File: src/rtl/axi_arb_seq.sv
// rtl/axi_arb_seq.sv - sequential IF/MEM read arbiter with a separate MEM write channel
// Round-robin read arbitration between IF and MEM when ARB_RR_EN is defined, else IF has priority.
module axi_arb_seq #(
  parameter int ADDR_W = 64,
  parameter int DATA_W = 64
) (
  input  logic              clk,
  input  logic              rst,
  input  logic [ADDR_W-1:0] if_read_addr_i,
  input  logic              if_raddr_valid_i,
  input  logic [7:0]        if_rmask_i,
  input  logic [3:0]        if_rsize_i,
  output logic [DATA_W-1:0] if_rdata_o,
  output logic              if_rdata_ready_o,
  input  logic [ADDR_W-1:0] mem_read_addr_i,
  input  logic              mem_raddr_valid_i,
  input  logic [7:0]        mem_rmask_i,
  input  logic [3:0]        mem_rsize_i,
  output logic [DATA_W-1:0] mem_rdata_o,
  output logic              mem_rdata_ready_o,
  input  logic [ADDR_W-1:0] mem_write_addr_i,
  input  logic              mem_write_valid_i,
  input  logic [7:0]        mem_wmask_i,
  input  logic [DATA_W-1:0] mem_wdata_i,
  input  logic [3:0]        mem_wsize_i,
  output logic              mem_wdata_ready_o,
  output logic [ADDR_W-1:0] arb_read_addr_o,
  output logic [7:0]        arb_rmask_o,
  output logic [3:0]        arb_rsize_o,
  output logic              arb_raddr_valid_o,
  input  logic [DATA_W-1:0] arb_rdata_i,
  input  logic              arb_rdata_ready_i,
  output logic [ADDR_W-1:0] arb_write_addr_o,
  output logic [7:0]        arb_wmask_o,
  output logic [DATA_W-1:0] arb_wdata_o,
  output logic [3:0]        arb_wsize_o,
  output logic              arb_write_valid_o,
  input  logic              arb_wdata_ready_i
);

  typedef enum logic [1:0] {R_IDLE, R_BUSY, R_RESP} r_state_t;
  typedef enum logic [1:0] {W_IDLE, W_BUSY, W_RESP} w_state_t;
  typedef enum logic [1:0] {OWN_NONE, OWN_IF, OWN_MEM} owner_t;

  r_state_t          r_state, r_next;
  w_state_t          w_state, w_next;
  owner_t            owner, grant;
  logic [DATA_W-1:0] rdata_q;
  logic              mem_eligible;

`ifdef ARB_RR_EN
  logic rr_mem;
`endif

  // A MEM read must not overtake a MEM write that is pending or in flight
  assign mem_eligible = mem_raddr_valid_i && (w_state == W_IDLE) && !mem_write_valid_i;

  always_comb begin
    grant = OWN_NONE;
`ifdef ARB_RR_EN
    if (if_raddr_valid_i && mem_eligible) grant = rr_mem ? OWN_MEM : OWN_IF;
    else if (if_raddr_valid_i)            grant = OWN_IF;
    else if (mem_eligible)                grant = OWN_MEM;
`else
    if (if_raddr_valid_i)  grant = OWN_IF;
    else if (mem_eligible) grant = OWN_MEM;
`endif
  end

  always_comb begin
    r_next            = r_state;
    arb_raddr_valid_o = 1'b0;
    if_rdata_ready_o  = 1'b0;
    mem_rdata_ready_o = 1'b0;
    if_rdata_o        = '0;
    mem_rdata_o       = '0;
    case (r_state)
      R_IDLE: if (grant != OWN_NONE) r_next = R_BUSY;
      R_BUSY: begin
        arb_raddr_valid_o = 1'b1;
        if (arb_rdata_ready_i) r_next = R_RESP;
      end
      R_RESP: begin
        r_next = R_IDLE;
        if (owner == OWN_IF) begin
          if_rdata_ready_o = 1'b1;
          if_rdata_o       = rdata_q;
        end else if (owner == OWN_MEM) begin
          mem_rdata_ready_o = 1'b1;
          mem_rdata_o       = rdata_q;
        end
      end
      default: r_next = R_IDLE;
    endcase
  end

  always_comb begin
    w_next            = w_state;
    arb_write_valid_o = 1'b0;
    mem_wdata_ready_o = 1'b0;
    case (w_state)
      W_IDLE: if (mem_write_valid_i) w_next = W_BUSY;
      W_BUSY: begin
        arb_write_valid_o = 1'b1;
        if (arb_wdata_ready_i) w_next = W_RESP;
      end
      W_RESP: begin
        mem_wdata_ready_o = 1'b1;
        w_next            = W_IDLE;
      end
      default: w_next = W_IDLE;
    endcase
  end

  always_ff @(posedge clk) begin
    if (rst) begin
      r_state          <= R_IDLE;
      w_state          <= W_IDLE;
      owner            <= OWN_NONE;
      rdata_q          <= '0;
      arb_read_addr_o  <= '0;
      arb_rmask_o      <= '0;
      arb_rsize_o      <= '0;
      arb_write_addr_o <= '0;
      arb_wmask_o      <= '0;
      arb_wdata_o      <= '0;
      arb_wsize_o      <= '0;
    end else begin
      r_state <= r_next;
      w_state <= w_next;
      if (r_state == R_IDLE && grant != OWN_NONE) begin
        owner <= grant;
        if (grant == OWN_IF) begin
          arb_read_addr_o <= if_read_addr_i;
          arb_rmask_o     <= if_rmask_i;
          arb_rsize_o     <= if_rsize_i;
        end else begin
          arb_read_addr_o <= mem_read_addr_i;
          arb_rmask_o     <= mem_rmask_i;
          arb_rsize_o     <= mem_rsize_i;
        end
      end
      if (r_state == R_BUSY && arb_rdata_ready_i) rdata_q <= arb_rdata_i;
      if (w_state == W_IDLE && mem_write_valid_i) begin
        arb_write_addr_o <= mem_write_addr_i;
        arb_wmask_o      <= mem_wmask_i;
        arb_wdata_o      <= mem_wdata_i;
        arb_wsize_o      <= mem_wsize_i;
      end
    end
  end

`ifdef ARB_RR_EN
  // Pointer moves to the side that did not just get served
  always_ff @(posedge clk) begin
    if (rst) rr_mem <= 1'b0;
    else if (r_state == R_RESP) rr_mem <= (owner == OWN_IF);
  end
`endif

endmodule

File: config.mk
export PLATFORM = sky130hd
export DESIGN_NAME = axi_arb_seq
export DESIGN_NICKNAME = d
export VERILOG_FILES = /design/src/rtl/axi_arb_seq.sv
export SDC_FILE = /design/constraint.sdc
export NUM_CORES = 1
export LEC_CHECK = 0
export CAP_MARGIN = 20
export CORE_AREA = 2 2 275 277
export DETAILED_ROUTE_END_ITERATION = 8
export DIE_AREA = 0 0 277 279
export GPL_ROUTABILITY_DRIVEN = 0
export PLACE_DENSITY = 0.5
export REMOVE_ABC_BUFFERS = 1
export SYNTH_ARGS = -nofsm -noshare
export SYNTH_HDL_FRONTEND = slang
export SYNTH_SLANG_ARGS = --single-unit
export TNS_END_PERCENT = 50
File: constraint.sdc
create_clock -name clk -period 2 [get_ports clk]
set_clock_uncertainty 0.05 [all_clocks]
set_input_delay 0.6 -clock clk [delete_from_list [all_inputs] [get_ports clk]]
set_output_delay 0.6 -clock clk [all_outputs]
set_load 0.1 [all_outputs]
==> summary.md <==
| Metric | Value |
|---|---|
| Clk pwr share | `0.330` |
| R2R Setup Slk | `70 ps` |
| Worst-Margin Slew | `375 ps` |
| Min cycle time layout | `2630 ps` |
| R2R cell count | `6` |
| CP Launch Type | `flop` |
| Crit. End Element | `output pin` |
| Register Area | `5740 sq um` |
| Clk sinks | `286` |
| Number of instances in the placed design | `3215` |
| FP Rows | `100` |
| CP max FO | `9` |
| CTS root buf | `clkbuf_16` |
| Comb power frac | `0.335` |
| Sequential power share | `0.335` |
| Static leakage | `0.00990 uW` |
| Critical path required time | `1350 ps` |
| Post-Syn Area | `12700 sq um` |
| Drt first pass iters | `5` |
| Post-synthesis cell count | `1598` |
| Total GRT Usage | `0.157` |
| Vias/cell | `4.39` |
| P_int | `12600 uW` |
| Largest net degree at the start of global routing | `79` |
| DRT iter0 DRCs | `549` |
| Tcrit/Tclk final | `1.31` |
| Avg WL per Cell | `19.6 microns` |
| Failing checks | `negative setup slack` |
| Clk_lat worst skew | `540 ps` |
| Fill cell count | `7366` |
| Initial antenna violation count | `11` |
| Vias in the first global route | `14331` |
| Run status | `complete, but fails checks` |
| Post-CTS Hold Fix Bufs | `0` |
| Reg-to-reg critical path startpoint | `r_state[0]$_SDFFE_PP0P_` |
| Setup ws final | `-627 ps` |
| RSZ-0062 raised after global routing | `yes` |
| Hold path start | `rdata_q[36]$_SDFFE_PP0P_` |
| H-Tree Level Count | `2` |
| Max-cap violations | `0` |
| Reg clk slew, reported paths | `60 ps` |
| Worst hold path type | `reg -> reg` |
| Power density over cell area | `737 nW/um^2` |
| Yosys reg bits | `286` |
| Detailed-route via count | `14467` |
| DP Wirelength | `47.0 mm` |
| Avg Inst Size Synth | `7.92 sq um` |
| Hold EP | `rdata_q[36]$_SDFFE_PP0P_` |
| Fin util | `0.362` |
| Starting Density | `0.171` |
| Worst slew margin | `0.750` |
| I/O Pins | `712` |
| Die H | `279 microns` |
| Hold WS | `418 ps` |
| Achievable clock frequency | `0.381 GHz` |
| Critical path data arrival time | `1980 ps` |
| Synth cell types | `29` |
| Number of nets in the layout | `2663` |
| TritonCTS Buffers | `37` |
| IO buf count | `711` |
| Clock buffer depth | `3` |
| RR Endpoint | `arb_read_addr_o[48]$_SDFFE_PP0P_` |
| Drt total wl | `64.4 mm` |
| IR drop worst, VDD | `514 uV` |
| Die ar. | `77300 sq um` |
| Total net switching power | `7120 uW` |
| Seq/Total Area, Yosys | `0.452` |
| Critical setup path kind | `reg -> out` |
| Core area | `74100 sq um` |
| Sw frac | `0.360` |
| Share of cells above drive strength 1 | `0.335` |
| Multi-input gate area in the final layout | `6650 sq um` |
| Synthesis warning total | `0` |
| Layout Cells excl Fill | `3292` |
| Hold path depth | `2` |
| Die X | `277 microns` |
| Detail Route Antenna Nets | `0` |
| Final setup violation count | `133` |
| Area Overhead vs Synth | `112%` |
| First-pass GRT wire length | `93.4 mm` |
| CTS tree | `done` |
| Slew Viols, Final | `0` |
| Total congestion overflow | `0` |
| Final Hold Vio Count | `0` |
| # DRC | `0` |
synthesized netlist by cell type:
| library cell | number | share of area |
|---|---|---|
| and3b_1 | 2 | 0.0014 |
| o21ai_0 | 76 | 0.030 |
| or2_2 | 1 | 0.00049 |
| clkbuf_1 | 109 | 0.032 |
| buf_2 | 52 | 0.021 |
| a211oi_1 | 1 | 0.00059 |
| nand2b_1 | 1 | 0.00049 |
| nor3_1 | 77 | 0.030 |
| nor2b_1 | 3 | 0.0015 |
| or4b_2 | 74 | 0.058 |
| nand3b_1 | 1 | 0.00059 |
| nor4b_4 | 1 | 0.0019 |
| nor4_4 | 1 | 0.0017 |
| nor4bb_1 | 2 | 0.0016 |
| nor4_2 | 29 | 0.029 |
| nor4_1 | 122 | 0.060 |
| a21oi_1 | 207 | 0.082 |
| dfxtp_1 | 286 | 0.45 |
| a2111oi_0 | 1 | 0.00069 |
| nand2_1 | 409 | 0.12 |
| buf_4 | 1 | 0.00059 |
| or4b_1 | 3 | 0.0024 |
| or3b_2 | 1 | 0.00069 |
| buf_6 | 4 | 0.0036 |
| and2_1 | 128 | 0.063 |
| clkbuf_2 | 2 | 0.00079 |
| o21ai_1 | 1 | 0.00039 |
| nor3b_2 | 1 | 0.00099 |
| nor2_1 | 2 | 0.00059 |
routing by layer:
metal	vias up	wire, microns	share of wire	track usage
met5	-	70	0.0011	0
met4	10	2320	0.036	0.0630
met3	125	4480	0.070	0.0427
met2	561	32500	0.50	0.276
met1	6822	25100	0.39	0.181
li1	6949	-	-	-
power by group through the flow:
stage | clock network, uW | logic, uW | registers (uW)
after floorplan | 0 | 1020 | 8970
after global placement | 0 | 6590 | 6710
after detailed placement | 0 | 6620 | 6720
after CTS | 6740 | 6660 | 6620
after global routing | 6930 | 6910 | 6670
final | 6520 | 6630 | 6620
area by class of cell:
class	instances	area share
Tap cell	969	0.0452
Clock buffer	51	0.0391
Sequential cell	286	0.214
Antenna cell	4	0.000373
Timing Repair Buffer	831	0.450
Multi-Input combinational cell	1144	0.248
Clock inverter	7	0.00359
cell families after synthesis:
logic type | synth area share
flip-flops | 0.452
AO/OA/AOI/OAI | 0.114
AND/OR/NAND/NOR | 0.377
buffers and inverters | 0.0578
cell usage in the layout, fill, tap and decap left out, drive strengths merged:
master         netlist  layout
a21oi              207     207
bufinv               0       2
clkdlybuf4s50        0     360
a2111oi              1       1
nor2b                3       3
diode                0       4
and2               128     128
nand3b               1       1
o21ai               77      77
or2                  1       1
nor3                77      77
nor2                 2       2
nand2b               1       1
or3b                 1       1
or4b                77      77
clkinv               0       5
clkbuf             111      55
buf                 57     467
nor4               152     152
nor3b                1       1
nor4b                1       1
nor4bb               2       2
and3b                2       2
nand2              409     409
a211oi               1       1
dfxtp              286     286
registers in the layout, indices dropped and copies added, names as in the netlist:
| signal | count |
|---|---|
| arb_read_addr_o | 64 |
| arb_wdata_o | 64 |
| arb_write_addr_o | 64 |
| rdata_q | 64 |
| arb_rmask_o | 8 |
| arb_wmask_o | 8 |
| arb_rsize_o | 4 |
| arb_wsize_o | 4 |
| owner | 2 |
| r_state | 2 |
| w_state | 2 |
metrics by stage:
step                total power [uW]  worst slack [ps]  instance area, sq um  setup TNS [ps]
finish                         19800              -627                 26800          -77010
global route                   20500              -710                 26800          -88680
CTS                            20000              -703                 26600          -84020
detailed placement             13300              -555                 24900          -93020
global placement               13300              -527                 24900          -86330
floorplan                       9990             -6660                 11900        -1447350
critical path, cell delays in order, from the launching register on:
cell	delay (ps)
dfxtp_4	370
nor4bb_4	270
buf_6	140
buf_12	150
buf_12	150
and2_4	170
buf_12	170
how the worst max path moves through the flow:
stage / startpoint / to / cells after the start
CTS: r_state[1]$_SDFFE_PP0P_ / if_rdata_o[31] / 6
global placement: mem_raddr_valid_i / arb_read_addr_o[27]$_SDFFE_PP0P_ / 5
finish: r_state[0]$_SDFFE_PP0P_ / if_rdata_o[53] / 6
floorplan: r_state[1]$_SDFFE_PP0P_ / mem_rdata_o[0] / 2
global route: r_state[0]$_SDFFE_PP0P_ / mem_rdata_o[54] / 5
detailed placement: mem_raddr_valid_i / arb_read_addr_o[58]$_SDFFE_PP0P_ / 5
repair_timing:
| action | CTS | global route |
|---|---|---|
| setup endpoints to repair | 134 | 167 |
| gates resized for setup | 130 | 29 |
| gates cloned | 6 | 3 |
| pin swaps | 51 | 16 |
| setup buffers | 6 | 0 |
(Power assumes the default switching activity.)
